===== config.mk =====
export PLATFORM = sky130hd
export DESIGN_NAME = edit_field_ctrl_flat
export DESIGN_NICKNAME = d
export VERILOG_FILES = /design/src/rtl/edit_field_ctrl_if.sv /design/src/rtl/edit_field_ctrl.sv /design/src/flat_wrapper.sv
export SDC_FILE = /design/constraint.sdc
export NUM_CORES = 1
export LEC_CHECK = 0
export ABC_CLOCK_PERIOD_IN_PS = 2400
export BUFFER_PORTS_ARGS = -buffer_cell sky130_fd_sc_hd__clkbuf_2
export CAP_MARGIN = 10
export CORE_UTILIZATION = 45
export CTS_BUF_LIST = sky130_fd_sc_hd__clkbuf_8
export CTS_CLUSTER_SIZE = 30
export DETAILED_ROUTE_END_ITERATION = 12
export PLACE_DENSITY = 0.75
export SYNTH_ARGS = -nofsm -noshare
export SYNTH_HDL_FRONTEND = slang
export SYNTH_SLANG_ARGS = --single-unit
export TNS_END_PERCENT = 1

===== constraint.sdc =====
create_clock -name clk -period 2.4 [get_ports clk]
set_input_delay 0.12 -clock clk [delete_from_list [all_inputs] [get_ports clk]]
set_output_delay 0.12 -clock clk [all_outputs]
set_load 0.01 [all_outputs]

===== src/rtl/edit_field_ctrl_if.sv =====
// Button/level inputs and field-edit outputs of edit_field_ctrl, grouped as one bundle.
// master = stimulus/button side, slave = the controller.
interface edit_field_ctrl_if #(
    parameter int unsigned NUM_FIELDS = 6
);
    logic                  edit_sw;
    logic                  btn_up;
    logic                  btn_down;
    logic                  btn_left;
    logic                  btn_right;
    logic [NUM_FIELDS-1:0] en_field;
    logic                  aum;
    logic                  dism;
    logic [2:0]            sel;
    logic                  editing;
    logic                  blink;

    modport master (
        output edit_sw, btn_up, btn_down, btn_left, btn_right,
        input  en_field, aum, dism, sel, editing, blink
    );

    modport slave (
        input  edit_sw, btn_up, btn_down, btn_left, btn_right,
        output en_field, aum, dism, sel, editing, blink
    );
endinterface


===== src/rtl/edit_field_ctrl.sv =====
// Time/date field editor: selects a counter with left/right and pulses it with up/down.
// Optional auto-repeat while a step button is held is enabled by macro EDIT_AUTO_REPEAT_EN.
module edit_field_ctrl #(
    parameter int unsigned NUM_FIELDS = 6,
    parameter int unsigned HOLD_CYC   = 50_000_000,
    parameter int unsigned RPT_CYC    = 10_000_000,
    parameter int unsigned BLINK_CYC  = 25_000_000
) (
    input  logic              clk,
    input  logic              reset,
    edit_field_ctrl_if.slave  bus
);

    localparam int unsigned SEL_W   = 3;
    localparam int unsigned MAX_HR  = (HOLD_CYC > RPT_CYC) ? HOLD_CYC : RPT_CYC;
    localparam int unsigned MAX_CYC = (MAX_HR > BLINK_CYC) ? MAX_HR : BLINK_CYC;
    localparam int unsigned CNT_W   = $clog2(MAX_CYC + 1);
    localparam logic [SEL_W-1:0] SEL_MAX = SEL_W'(NUM_FIELDS - 1);

`ifdef EDIT_AUTO_REPEAT_EN
    typedef enum logic [2:0] {S_IDLE, S_EDIT, S_STEP, S_HOLD, S_RPT} state_t;
`else
    typedef enum logic [1:0] {S_IDLE, S_EDIT, S_STEP} state_t;
`endif

    state_t                r_state;
    logic [SEL_W-1:0]      r_sel;
    logic [NUM_FIELDS-1:0] r_en;
    logic                  r_aum;
    logic                  r_dism;
    logic                  r_editing;
    logic                  r_blink;
    logic [CNT_W-1:0]      r_blink_cnt;
    logic                  r_up_q;
    logic                  r_dn_q;
    logic                  r_lt_q;
    logic                  r_rt_q;
`ifdef EDIT_AUTO_REPEAT_EN
    logic                  r_dir;
    logic [CNT_W-1:0]      r_rep_cnt;
    logic                  w_held;
`endif

    logic             w_up_e;
    logic             w_dn_e;
    logic             w_lt_e;
    logic             w_rt_e;
    logic [SEL_W-1:0] w_sel_inc;
    logic [SEL_W-1:0] w_sel_dec;

    // Rising edges against last cycle's registered level: a held button edges once.
    assign w_up_e = bus.btn_up    & ~r_up_q;
    assign w_dn_e = bus.btn_down  & ~r_dn_q;
    assign w_lt_e = bus.btn_left  & ~r_lt_q;
    assign w_rt_e = bus.btn_right & ~r_rt_q;

    assign w_sel_inc = (r_sel == SEL_MAX) ? '0 : r_sel + SEL_W'(1);
    assign w_sel_dec = (r_sel == '0) ? SEL_MAX : r_sel - SEL_W'(1);

`ifdef EDIT_AUTO_REPEAT_EN
    // Only the button that started the sequence keeps it alive.
    assign w_held = r_dir ? bus.btn_down : bus.btn_up;
`endif

    function automatic logic [NUM_FIELDS-1:0] f_onehot(input logic [SEL_W-1:0] s);
        logic [NUM_FIELDS-1:0] one;
        one = {{(NUM_FIELDS-1){1'b0}}, 1'b1};
        return one << s;
    endfunction

    always_ff @(posedge clk or negedge reset) begin
        if (!reset) begin
            r_state     <= S_IDLE;
            r_sel       <= '0;
            r_en        <= '0;
            r_aum       <= 1'b0;
            r_dism      <= 1'b0;
            r_editing   <= 1'b0;
            r_blink     <= 1'b1;
            r_blink_cnt <= '0;
            r_up_q      <= 1'b0;
            r_dn_q      <= 1'b0;
            r_lt_q      <= 1'b0;
            r_rt_q      <= 1'b0;
`ifdef EDIT_AUTO_REPEAT_EN
            r_dir       <= 1'b0;
            r_rep_cnt   <= '0;
`endif
        end else begin
            r_up_q <= bus.btn_up;
            r_dn_q <= bus.btn_down;
            r_lt_q <= bus.btn_left;
            r_rt_q <= bus.btn_right;
            r_aum  <= 1'b0;
            r_dism <= 1'b0;

            if (!bus.edit_sw) begin
                r_state     <= S_IDLE;
                r_sel       <= '0;
                r_en        <= '0;
                r_editing   <= 1'b0;
                r_blink     <= 1'b1;
                r_blink_cnt <= '0;
`ifdef EDIT_AUTO_REPEAT_EN
                r_rep_cnt   <= '0;
`endif
            end else begin
                // Free-running blink; the states below restart it on entry and on each pulse.
                if (r_blink_cnt >= CNT_W'(BLINK_CYC - 1)) begin
                    r_blink     <= ~r_blink;
                    r_blink_cnt <= '0;
                end else begin
                    r_blink_cnt <= r_blink_cnt + CNT_W'(1);
                end

                case (r_state)
                    S_IDLE: begin
                        r_state     <= S_EDIT;
                        r_sel       <= '0;
                        r_en        <= f_onehot('0);
                        r_editing   <= 1'b1;
                        r_blink     <= 1'b1;
                        r_blink_cnt <= '0;
                    end
                    S_EDIT: begin
                        if (w_up_e ^ w_dn_e) begin
                            r_state     <= S_STEP;
                            r_aum       <= w_up_e;
                            r_dism      <= w_dn_e;
                            r_blink     <= 1'b1;
                            r_blink_cnt <= '0;
`ifdef EDIT_AUTO_REPEAT_EN
                            r_dir       <= w_dn_e;
`endif
                        end else if (w_rt_e && !w_lt_e) begin
                            r_sel <= w_sel_inc;
                            r_en  <= f_onehot(w_sel_inc);
                        end else if (w_lt_e && !w_rt_e) begin
                            r_sel <= w_sel_dec;
                            r_en  <= f_onehot(w_sel_dec);
                        end
                    end
`ifdef EDIT_AUTO_REPEAT_EN
                    S_STEP: begin
                        // The STEP cycle counts as the first hold cycle.
                        if (w_held) begin
                            r_state   <= S_HOLD;
                            r_rep_cnt <= CNT_W'(1);
                        end else begin
                            r_state <= S_EDIT;
                        end
                    end
                    S_HOLD: begin
                        if (!w_held) begin
                            r_state <= S_EDIT;
                        end else if (r_rep_cnt >= CNT_W'(HOLD_CYC - 1)) begin
                            r_state   <= S_RPT;
                            r_rep_cnt <= '0;
                        end else begin
                            r_rep_cnt <= r_rep_cnt + CNT_W'(1);
                        end
                    end
                    S_RPT: begin
                        if (!w_held) begin
                            r_state <= S_EDIT;
                        end else if (r_rep_cnt >= CNT_W'(RPT_CYC - 1)) begin
                            r_rep_cnt   <= '0;
                            r_aum       <= ~r_dir;
                            r_dism      <= r_dir;
                            r_blink     <= 1'b1;
                            r_blink_cnt <= '0;
                        end else begin
                            r_rep_cnt <= r_rep_cnt + CNT_W'(1);
                        end
                    end
`else
                    S_STEP: begin
                        r_state <= S_EDIT;
                    end
`endif
                    default: begin
                        r_state <= S_IDLE;
                    end
                endcase
            end
        end
    end

    assign bus.en_field = r_en;
    assign bus.aum      = r_aum;
    assign bus.dism     = r_dism;
    assign bus.sel      = r_sel;
    assign bus.editing  = r_editing;
    assign bus.blink    = r_blink;

endmodule


===== src/flat_wrapper.sv =====
// flat-port wrapper written by rule: the top's interface ports become plain ports
module edit_field_ctrl_flat 
#(
    parameter int unsigned NUM_FIELDS = 6,
    parameter int unsigned HOLD_CYC   = 50_000_000,
    parameter int unsigned RPT_CYC    = 10_000_000,
    parameter int unsigned BLINK_CYC  = 25_000_000
)
  (clk, reset, bus_edit_sw, bus_btn_up, bus_btn_down, bus_btn_left, bus_btn_right, bus_en_field, bus_aum, bus_dism, bus_sel, bus_editing, bus_blink);
  edit_field_ctrl_if #(.NUM_FIELDS(NUM_FIELDS)) bus_i ();
  input  logic clk;
  input  logic reset;
  input wire logic [$bits(bus_i.edit_sw)-1:0] bus_edit_sw;
  input wire logic [$bits(bus_i.btn_up)-1:0] bus_btn_up;
  input wire logic [$bits(bus_i.btn_down)-1:0] bus_btn_down;
  input wire logic [$bits(bus_i.btn_left)-1:0] bus_btn_left;
  input wire logic [$bits(bus_i.btn_right)-1:0] bus_btn_right;
  output wire logic [$bits(bus_i.en_field)-1:0] bus_en_field;
  output wire logic [$bits(bus_i.aum)-1:0] bus_aum;
  output wire logic [$bits(bus_i.dism)-1:0] bus_dism;
  output wire logic [$bits(bus_i.sel)-1:0] bus_sel;
  output wire logic [$bits(bus_i.editing)-1:0] bus_editing;
  output wire logic [$bits(bus_i.blink)-1:0] bus_blink;
  assign bus_i.edit_sw = bus_edit_sw;
  assign bus_i.btn_up = bus_btn_up;
  assign bus_i.btn_down = bus_btn_down;
  assign bus_i.btn_left = bus_btn_left;
  assign bus_i.btn_right = bus_btn_right;
  assign bus_en_field = bus_i.en_field;
  assign bus_aum = bus_i.aum;
  assign bus_dism = bus_i.dism;
  assign bus_sel = bus_i.sel;
  assign bus_editing = bus_i.editing;
  assign bus_blink = bus_i.blink;
  edit_field_ctrl #(.NUM_FIELDS(NUM_FIELDS), .HOLD_CYC(HOLD_CYC), .RPT_CYC(RPT_CYC), .BLINK_CYC(BLINK_CYC)) u_core (.clk(clk), .reset(reset), .bus(bus_i));
endmodule

==> impl_summary.txt <==
----------------------------------------------------
[Layout]
  Fraction of final layout cells sized beyond drive strength 1 ... 0.1341
  Most frequent standard cell in the layout excluding fill and tap cells ... sky130_fd_sc_hd__dfrtp_1
  Number of nets in the finished design ... 272
  Commonest cells after routing, fill and taps aside ... 44 x sky130_fd_sc_hd__dfrtp_1, 38 x sky130_fd_sc_hd__nor2_1, 19 x sky130_fd_sc_hd__clkbuf_2
  Antenna diodes ... 0
  Area growth syn-to-layout ... 14.95%
  Total of fill cells in the finished design ... 417

[Outcome]
  Outcome ... complete, no violations

[Critical path]
  Critical path capture point type ... flop
  Type of the worst setup path ... input port to flop
  End of the worst register-to-register path ... u_core.bus.en_field[5]
  Cell Chain, Critical Path ... dlygate4sd3_1, clkbuf_2, nor2b_1, ha_1, inv_1, a21boi_0, nor3_1, a22o_1
  Data arrival, critical path ... 2.35 ns
  Cell family with most CP delay ... buffers and inverters
  Worst EP required ... 2.59 ns
  Reg2reg start ... u_core.r_rt_q
  Startpoint type of the worst setup path ... input port
  Worst-path cell with the longest stage delay ... sky130_fd_sc_hd__dlygate4sd3_1
  Largest stage delay on the critical path ... 0.52 ns
  Worst Reg2Reg Path Length in Cells ... 6
  Reg-to-reg slack, setup ... 0.33 ns
  Buf+Inv Stages, Crit Path ... 3
  Maximum fanout encountered on the critical timing path ... 11

[Global routing]
  Initial antenna violation count ... 0
  Remaining global-route overflow ... 0
  Total routing usage reported by global routing ... 0.1788
  Largest net degree at the start of global routing ... 46
  Number of global-route vias before repair ... 1599
  Global-route wire length before repair ... 7231 µm

[Synth]
  Post-synthesis cell area ... 2293 µm²
  Number of warnings reported in the yosys synthesis log ... 0
  Synthesized net count ... 245
  Post-synthesis sequential element count ... 45
  Post-Synth Simple-Gate Area ... 0.2466
  Multiplexer area fraction after synthesis ... 0
  Compound-cell area share of the yosys netlist ... 0.1064
  Syn_area_per_cell ... 9.843 µm²
  XOR/XNOR share of the synthesized area ... 0.09165
  Library cells used by synthesis ... 44
  Post-synthesis cell count ... 233
  Post-synthesis share of cell area spent on full adders, half adders and majority gates ... 0.02728
  Dominant combinational cell family by area after synthesis ... simple AND/OR/NAND/NOR gates
  Sequential cell area fraction in the yosys report ... 0.4915

[Clock tree]
  Postcts setup bufs ... 0
  Buffers from clock root to sink, at most ... 2
  TritonCTS clock tree ... yes
  H-Tree Depth ... 2
  Clk sinks ... 45
  Insertion delay to the later sink of the worst-skew pair ... 0.30 ns
  Hold_buf cts ... 5
  Root buffer cell ... sky130_fd_sc_hd__clkbuf_8
  Clock transition at the registers of the reported paths ... 0.08 ns
  Number of clock buffers inserted by TritonCTS ... 5
  Number of resized instances in the post-cts repair step ... 0

[Routing]
  Antenna violation net count after detailed routing ... 0
  Total number of vias ... 1707
  Number of DRC markers in iteration 0 ... 73
  Detailed-route vias per instance ... 5.204
  Post-route DRC ... 0
  Detailed-route wire length ... 4222 µm
  Routed wirelength normalized by instance count ... 12.87 µm
  DR pass1 iterations ... 4

[Power and ir drop]
  Highest ir drop seen on vdd ... 0.4815 mV
  Reported leakage power ... 1.147 nW
  Power per cell area ... 602.1 nW/µm²
  Overall power ... 1.587 mW

[Job]
  Number of max-cap violations ... 0

[STA]
  Max Clock Freq ... 462.3 MHz
  Setup TNS ... 0 ns
  Unrepaired setup endpoints after global routing ... no
  Number of hold violations in the final report ... 0
  Final Critical Period ... 2.163 ns
  Actual transition at the worst max-transition pin ... 0.5713 ns
  Worst max-slew margin expressed relative to the limit ... 0.6157
  Setup violators final ... 0
  Skew final ... 0.007890 ns
  Number of max-slew violations in the final report ... 0
  Share of the clock period used by the worst path ... 0.9013

[Die]
  Die height ... 73.39 µm
  Core box area ... 4817 µm²
  Top Ports ... 20
  Die Footprint ... 5386 µm²
  Number of cell rows ... 25
  Starting density of the core ... 0.4761
  Floorplan die width ... 73.39 µm

[Worst hold path]
  Min-Delay Path Depth ... 2
  Classification of the worst-slack hold path ... input port to flop
  Start point of the worst min-delay path ... bus_edit_sw
  Endpoint with the worst hold slack ... u_core.bus.editing

[Placement]
  GPL Wtd Cong ... 0.9138
  Post-DP HPWL ... 2874 µm
  Port Buf Inserts ... 19

----------------------------------------------------
[sequential cells by signal, indices dropped and copies added, names as in the netlist]
| register | flops |
|---|---|
| u_core.r_blink_cnt | 26 |
| u_core.r_rt_q | 1 |
| u_core.bus.editing | 1 |
| u_core.bus.blink | 1 |
| u_core.bus.dism | 1 |
| u_core.bus.en_field | 6 |
| u_core.r_state | 2 |
| u_core.r_lt_q | 1 |
| u_core.r_up_q | 1 |
| u_core.bus.aum | 1 |
| u_core.r_dn_q | 1 |
| u_core.bus.sel | 3 |
[layout make-up]
type                    instances  area, µm²  area share
repair buffers                 27      167.7     0.06360
clock inverters                 3      65.06     0.02468
inverters                      10      37.54     0.01424
multi-input cells             171       1086      0.4120
well taps                      67      83.83     0.03180
clock buffers                   5      68.82     0.02610
flip-flops and latches         45       1127      0.4276
[power by group]
| part | internal (mW) | leakage (nW) | switching (mW) | total [mW] |
|---|---|---|---|---|
| Clock | 0.413 | 0.0681 | 0.257 | 0.671 |
| Sequential | 0.773 | 0.607 | 0.0122 | 0.785 |
| Combinational | 0.0484 | 0.472 | 0.0830 | 0.131 |
| Total | 1.24 | 1.15 | 0.352 | 1.59 |
[how the worst max path moves through the flow]
| stage | from | endpoint | slack, ns | cells after the start |
|---|---|---|---|---|
| 2_1_floorplan | u_core.bus.sel[0] | u_core.bus.en_field[0] | 0.1 | 9 |
| 3_3_place_gp | u_core.r_rt_q | u_core.bus.en_field[5] | 0.44 | 6 |
| 3_5_place_dp | u_core.r_rt_q | u_core.bus.en_field[5] | 0.39 | 6 |
| 4_1_cts | bus_btn_right | u_core.bus.en_field[5] | 0.29 | 8 |
| 5_1_grt | bus_btn_right | u_core.bus.en_field[5] | 0.10 | 8 |
| 6_report | bus_btn_right | u_core.bus.en_field[5] | 0.24 | 8 |
[metrics by stage]
step | hold WS [ns] | util | cells | cell area [µm²] | setup slack [ns]
finish | 0.08683 | 0.5473 | 328 | 2636 | 0.2370
global route | 0.09647 | 0.5473 | 328 | 2636 | 0.1042
CTS | 0.07616 | 0.5473 | 328 | 2636 | 0.2940
detailed placement | 0.2388 | 0.5091 | 315 | 2452 | 0.3943
global placement | 0.2396 | 0.5091 | 315 | 2452 | 0.4404
floorplan | -0.1756 | - | 233 | 2293 | 0.09991
[cell families after synthesis]
| logic type | after synthesis |
|---|---|
| and+or+nand+nor | 107 |
| DFF | 45 |
| AOI/OAI and AO/OA | 34 |
| xor gates and xnor gates | 24 |
| buffers and inverters | 17 |
| adders and majority gates | 5 |
| other | 1 |
[synthesized netlist by cell type]
library cell,count,share of area
sky130_fd_sc_hd__nor2b_1,7,0.019
sky130_fd_sc_hd__nand3_1,11,0.024
sky130_fd_sc_hd__ha_1,5,0.027
sky130_fd_sc_hd__nor4b_1,1,0.0038
sky130_fd_sc_hd__a21o_1,1,0.0033
sky130_fd_sc_hd__o31ai_1,2,0.0065
sky130_fd_sc_hd__nand4b_1,1,0.0038
sky130_fd_sc_hd__nor3_1,4,0.0087
sky130_fd_sc_hd__nand3_4,1,0.0076
sky130_fd_sc_hd__a21boi_0,1,0.0033
sky130_fd_sc_hd__o41ai_1,1,0.0038
sky130_fd_sc_hd__dfstp_2,1,0.011
sky130_fd_sc_hd__a21oi_1,5,0.011
sky130_fd_sc_hd__conb_1,1,0.0016
sky130_fd_sc_hd__and3_1,8,0.022
sky130_fd_sc_hd__nor4_1,2,0.0055
sky130_fd_sc_hd__a211o_1,1,0.0038
sky130_fd_sc_hd__inv_1,10,0.016
sky130_fd_sc_hd__buf_6,2,0.0098
sky130_fd_sc_hd__nor2_1,38,0.062
sky130_fd_sc_hd__and4_1,2,0.0076
sky130_fd_sc_hd__o21ai_0,7,0.015
sky130_fd_sc_hd__clkbuf_1,4,0.0065
sky130_fd_sc_hd__nand3b_1,1,0.0033
sky130_fd_sc_hd__and2_1,3,0.0082
sky130_fd_sc_hd__a32o_1,3,0.013
sky130_fd_sc_hd__nand2_1,12,0.020
sky130_fd_sc_hd__nand2b_1,5,0.014
sky130_fd_sc_hd__nand4_1,5,0.014
sky130_fd_sc_hd__a22o_1,3,0.011
sky130_fd_sc_hd__or4_1,1,0.0033
sky130_fd_sc_hd__dfrtp_1,44,0.48
sky130_fd_sc_hd__a31oi_1,3,0.0082
sky130_fd_sc_hd__nor4_2,2,0.011
sky130_fd_sc_hd__a2111oi_0,1,0.0038
sky130_fd_sc_hd__buf_2,1,0.0022
sky130_fd_sc_hd__xnor2_1,13,0.050
sky130_fd_sc_hd__xor2_1,11,0.042
sky130_fd_sc_hd__o211ai_2,1,0.0055
sky130_fd_sc_hd__o211ai_1,2,0.0065
sky130_fd_sc_hd__o21a_1,1,0.0033
sky130_fd_sc_hd__and2b_1,1,0.0033
sky130_fd_sc_hd__a311oi_1,2,0.0076
sky130_fd_sc_hd__nor3b_1,2,0.0065
[per-layer routing]
metal	global-route usage	vias to the layer above	share of wire
li1	-	861	-
met1	0.2439	800	0.49
met2	0.2788	42	0.45
met3	0.04938	4	0.048
met4	0.05556	0	0.0090
met5	0	-	0
Note: power is estimated with default switching activity, not from simulation.
